$ cat config.mk
export PLATFORM = sky130hd
export DESIGN_NAME = wb_dma_arbiter
export DESIGN_NICKNAME = d
export VERILOG_FILES = /design/src/rtl/wb_dma_arbiter.sv
export SDC_FILE = /design/constraint.sdc
export NUM_CORES = 1
export LEC_CHECK = 0
export ABC_AREA = 1
export CAP_MARGIN = 20
export CORE_AREA = 3 3 40 42
export DETAILED_ROUTE_END_ITERATION = 12
export DIE_AREA = 0 0 43 45
export DONT_BUFFER_PORTS = 1
export GPL_ROUTABILITY_DRIVEN = 0
export SYNTH_ARGS = -nofsm -noshare
export SYNTH_HDL_FRONTEND = slang
export SYNTH_SLANG_ARGS = --single-unit
$ cat constraint.sdc
create_clock -name clk_p -period 1 [get_ports clk_p]
set_input_delay 0.1 -clock clk_p [delete_from_list [all_inputs] [get_ports clk_p]]
set_output_delay 0.1 -clock clk_p [all_outputs]
set_load 0.02 [all_outputs]
$ cat src/rtl/wb_dma_arbiter.sv
// wb_dma_arbiter: two-master Wishbone arbiter (CPU, DMA) in front of one
// slave side. A four-state registered FSM decides ownership. The slave-side
// strobes and the acknowledge returned to each master are combinational.
// The CPU keeps the bus until its open cycle completes, and the DMA is never
// cut off mid-cycle.
// Optional feature: define ARB_TIMEOUT_EN to build the stalled-strobe
// timeout. When a slave does not acknowledge within TMO_CYCLES clocks, the
// arbiter forces an ack to the owner and pulses tmo_o. Without the macro,
// tmo_o is tied low and TMO_CYCLES has no effect.
module wb_dma_arbiter #(
  parameter logic [7:0] TMO_CYCLES = 8'd64
) (
  input  logic clk_p,
  input  logic rst_n,
  input  logic cpu_cyc_i,
  input  logic cpu_stb_i,
  output logic cpu_ack_o,
  output logic cpu_gnt_o,
  input  logic dma_req_i,
  input  logic dma_cyc_i,
  input  logic dma_stb_i,
  output logic dma_ack_o,
  output logic dma_gnt_o,
  output logic wb_cyc_o,
  output logic wb_stb_o,
  input  logic wb_ack_i,
  output logic bus_own_o,
  output logic tmo_o
);

  typedef enum logic [1:0] {
    ST_CPU  = 2'd0,  // CPU owns the bus and may start new cycles
    ST_WAIT = 2'd1,  // DMA pending; CPU finishes its open cycle
    ST_DMA  = 2'd2,  // DMA owns the bus
    ST_REL  = 2'd3   // one dead cycle after DMA, nobody granted
  } state_t;

  state_t state_q, state_d;
  logic   own_cpu, own_dma;
  logic   tmo_hit;
  logic   ack_eff;

  // State register; reset hands the bus straight back to the CPU.
  // NOTE: sequential state uses non-blocking (<=) so every flop samples
  // pre-edge values; combinational blocks use blocking (=).
  always_ff @(posedge clk_p or negedge rst_n) begin
    if (!rst_n) state_q <= ST_CPU;
    else        state_q <= state_d;
  end

  // Next-state decode plus grant, owner and slave-side strobe muxing.
  // NOTE: every output of this block gets a default first so no path
  // through the case statement can infer a latch.
  always_comb begin
    state_d   = state_q;
    cpu_gnt_o = 1'b0;
    dma_gnt_o = 1'b0;
    bus_own_o = 1'b0;
    own_cpu   = 1'b0;
    own_dma   = 1'b0;
    wb_cyc_o  = 1'b0;
    wb_stb_o  = 1'b0;
    case (state_q)
      ST_CPU: begin
        cpu_gnt_o = 1'b1;
        own_cpu   = 1'b1;
        wb_cyc_o  = cpu_cyc_i;
        wb_stb_o  = cpu_stb_i;
        // An open (or just opening) CPU cycle must finish before the DMA gets in.
        if (dma_req_i) state_d = cpu_cyc_i ? ST_WAIT : ST_DMA;
      end
      ST_WAIT: begin
        own_cpu  = 1'b1;
        wb_cyc_o = cpu_cyc_i;
        wb_stb_o = cpu_stb_i;
        // A withdrawn request wins over a simultaneous CPU cycle end, so the
        // bus is not handed to a master that no longer wants it.
        if (!dma_req_i)      state_d = ST_CPU;
        else if (!cpu_cyc_i) state_d = ST_DMA;
      end
      ST_DMA: begin
        dma_gnt_o = 1'b1;
        bus_own_o = 1'b1;
        own_dma   = 1'b1;
        wb_cyc_o  = dma_cyc_i;
        wb_stb_o  = dma_stb_i;
        if (!dma_req_i && !dma_cyc_i) state_d = ST_REL;
      end
      default: begin
        state_d = ST_CPU;
      end
    endcase
  end

`ifdef ARB_TIMEOUT_EN
  logic [7:0] tmo_cnt_q;

  // The limit only matters while a strobe is actually outstanding.
  assign tmo_hit = wb_cyc_o & wb_stb_o & (tmo_cnt_q == TMO_CYCLES);

  // Counts cycles of an unacknowledged strobe. It restarts on ack, on an
  // idle strobe, on a forced ack and on any ownership change.
  always_ff @(posedge clk_p or negedge rst_n) begin
    if (!rst_n) begin
      tmo_cnt_q <= 8'd0;
    end else if (wb_ack_i || !wb_stb_o || tmo_hit || (state_d != state_q)) begin
      tmo_cnt_q <= 8'd0;
    end else if (wb_cyc_o) begin
      tmo_cnt_q <= tmo_cnt_q + 8'd1;
    end
  end
`else
  logic unused_tmo_cycles;

  assign unused_tmo_cycles = ^TMO_CYCLES;
  assign tmo_hit           = 1'b0;
`endif

  // A forced ack and a real ack in the same cycle collapse into one ack.
  assign ack_eff   = wb_ack_i | tmo_hit;
  assign cpu_ack_o = own_cpu & ack_eff;
  assign dma_ack_o = own_dma & ack_eff;
  assign tmo_o     = tmo_hit;

endmodule

==> results.md <==
- Layout cells sized above 1: 58.5%
- Drt wl/cell: 9.21 µm
- Pre-antenna DRT Iters: 1
- Maximum clock frequency: 0.855 GHz
- Failing checks: negative setup slack
- Slowest cell on crit path: dfrtp_2
- Ordered list of cells on the worst path: inv_4 -> nor2_4 -> a22o_4
- Die height: 45 µm
- Fin crit period: 1.17 ns
- Port Buffers: 0
- Num ports: 16
- Synthesized netlist cell count: 30
- CTS tree: yes
- Vias in the first global route: 228
- Period utilization: 117%
- Max reg flops: 2
- Worst hold start: dma_cyc_i
- Final Hold Viols: 0
- VDD IR max: 754 µV
- Cts bufs inserted: 3
- Register bank with the most flops: state_q
- Avg Cell Area, Syn: 6.38 µm²
- Final setup fails: 7
- Worst r2r src: state_q[1]
- Post-Syn Area: 191 µm²
- Dpl hpwl: 391 µm
- Final WS setup: -0.170 ns
- Power density over the cells: 3620 nW/µm²
- RSZ-0062 raised after global routing: yes
- Hold Path Cell Cnt: 3
- Distinct cells, synth: 15
- Largest net degree at the start of global routing: 6
- Initial DRC count: 0
- Seq/Total Area, Yosys: 26.1%
- GR Util All Layers: 7.42%
- Area of the core: 1280 µm²
- WP data arrival: 1.07 ns
- Max Cap Violations: 0
- Routed Antenna Nets: 0
- H-Tree Depth: 1
- Synthesis warning total: 0
- Num rows: 13
- Layout Utilization: 26.7%
- Antenna violations before repair: 0
- CP startpoint: state_q[1]
- Worst-path fanout max: 5
- Sink Count: 2
- Final Max Tran Viols: 0
- Commonest non-fill, non-tap cell in the layout: buf_4
- Longest Clk Path Bufs: 2
- Clock root buffer: clkbuf_4
- R2R depth: 6
- CP Capture Type: output pin
- Largest registers: state_q: 2 flops
- Filler cell count: 148
- Crit Path Class: register to output pin
- Hold endpoint: state_q[0]
- Initial Util: 14.9%
- Later-pin clock latency in the skew report: 0.24 ns
- Die extent in x: 43 µm
- Area delta synth->final: 79.1%
- Reg2Reg Capture Point: state_q[0]
- Diode count: 0
- Most frequent cells in the layout: 6 x buf_4, 5 x inv_1, 3 x nand2_1, 3 x clkbuf_4
- Worst min path class: input port to register
- Startpoint Class: register
- Residual DRC: 0
- Via-to-Cell Ratio: 3.89
- CP required: 0.90 ns
- Yosys reg bits: 2
- Syn Nets: 38
- Full die area: 1940 µm²
- Final #Nets: 50
- TNS Setup: -0.850 ns
- GR Overflow Total: 0
- Outcome: finished, violations left
- Leakage power: 0.000172 µW
- Drt total wl: 516 µm
- First-pass GRT wire length: 917 µm
- Reg clk slew, reported paths: 0.04 ns
- Worst Skew: 0.00573 ns
- Largest stage delay, worst path: 0.44 ns
- Reg2reg setup slack: 0 ns
- Vias: 218
cell type report:
type	count	area [µm²]	share of cell area (%)
Sequential cell	2	52.6	15.3
Clock buffer	4	26.3	7.66
Timing Repair Buffer	9	77.6	22.6
Inverter	6	25.0	7.30
Tap cell	15	18.8	5.47
Multi-Input combinational cell	20	143	41.6
metrics by stage:
stage | instance area [µm²] | std cells | total power (µW) | setup slack [ns] | hold slack, ns
4_1_cts | 315 | 55 | 1180 | -0.181 | 0.0109
3_3_place_gp | 253 | 48 | 848 | 0.0572 | -0.196
2_1_floorplan | 211 | 30 | 699 | -0.0222 | -0.196
6_report | 343 | 56 | 1240 | -0.170 | 0.0161
5_1_grt | 343 | 56 | 1360 | -0.213 | 0.0372
3_5_place_dp | 253 | 48 | 853 | 0.0478 | -0.196
worst max-delay path by stage:
stage	cells after the start	end
global route	3	wb_stb_o
global placement	5	state_q[1]
floorplan	4	wb_cyc_o
CTS	3	wb_stb_o
detailed placement	3	wb_stb_o
finish	3	wb_stb_o
metal layers:
| layer | global-route usage (%) | wire length [µm] | vias up |
|---|---|---|---|
| li1 | - | - | 113 |
| met1 | 5.31 | 150 | 95 |
| met2 | 11.7 | 308 | 8 |
| met3 | 3.98 | 34 | 2 |
| met4 | 10.8 | 22 | 0 |
| met5 | 0 | 0 | - |
cells by family after synthesis:
group	after synthesis	share of synthesized area (%)
buf+inv	8	19.6
other cells	1	1.96
flops	2	26.1
compound gates	5	17.6
simple gates	14	34.6
Yosys cell counts:
cell type  number  area [µm²]
nor2_4          1        11.3
buf_4           2        15.0
nand3_1         2        10.0
a22o_2          1        10.0
inv_1           5        18.8
inv_2           1        3.75
nand2_1         4        15.0
nand2_2         1        6.26
o21ai_1         1        5.00
o21ai_0         2        10.0
nor3_1          1        5.00
dfrtp_1         2        50.1
o21ai_2         1        8.76
nor2_1          5        18.8
conb_1          1        3.75
critical path: cells and delay by family (launching register included):
kind	cells	cell delay (ns)
flops	1	0.44
buf+inv	1	0.10
compound gates	1	0.24
simple gates	1	0.05
report_power, final:
| part | switching [µW] | total, µW | internal (µW) |
|---|---|---|---|
| registers | 79.7 | 210 | 131 |
| logic | 447 | 819 | 372 |
| clock network | 63.7 | 213 | 149 |
what timing repair did:
item                       4_1_cts  5_1_grt
pin swaps                        4        2
hold endpoints to repair         2        0
resized for setup                3        6
setup endpoints to repair        7        9
gates cloned                     0        0
hold buffers                     1        0
buffers inserted                 2        1
No activity file was read; power rests on OpenSTA's default activity.
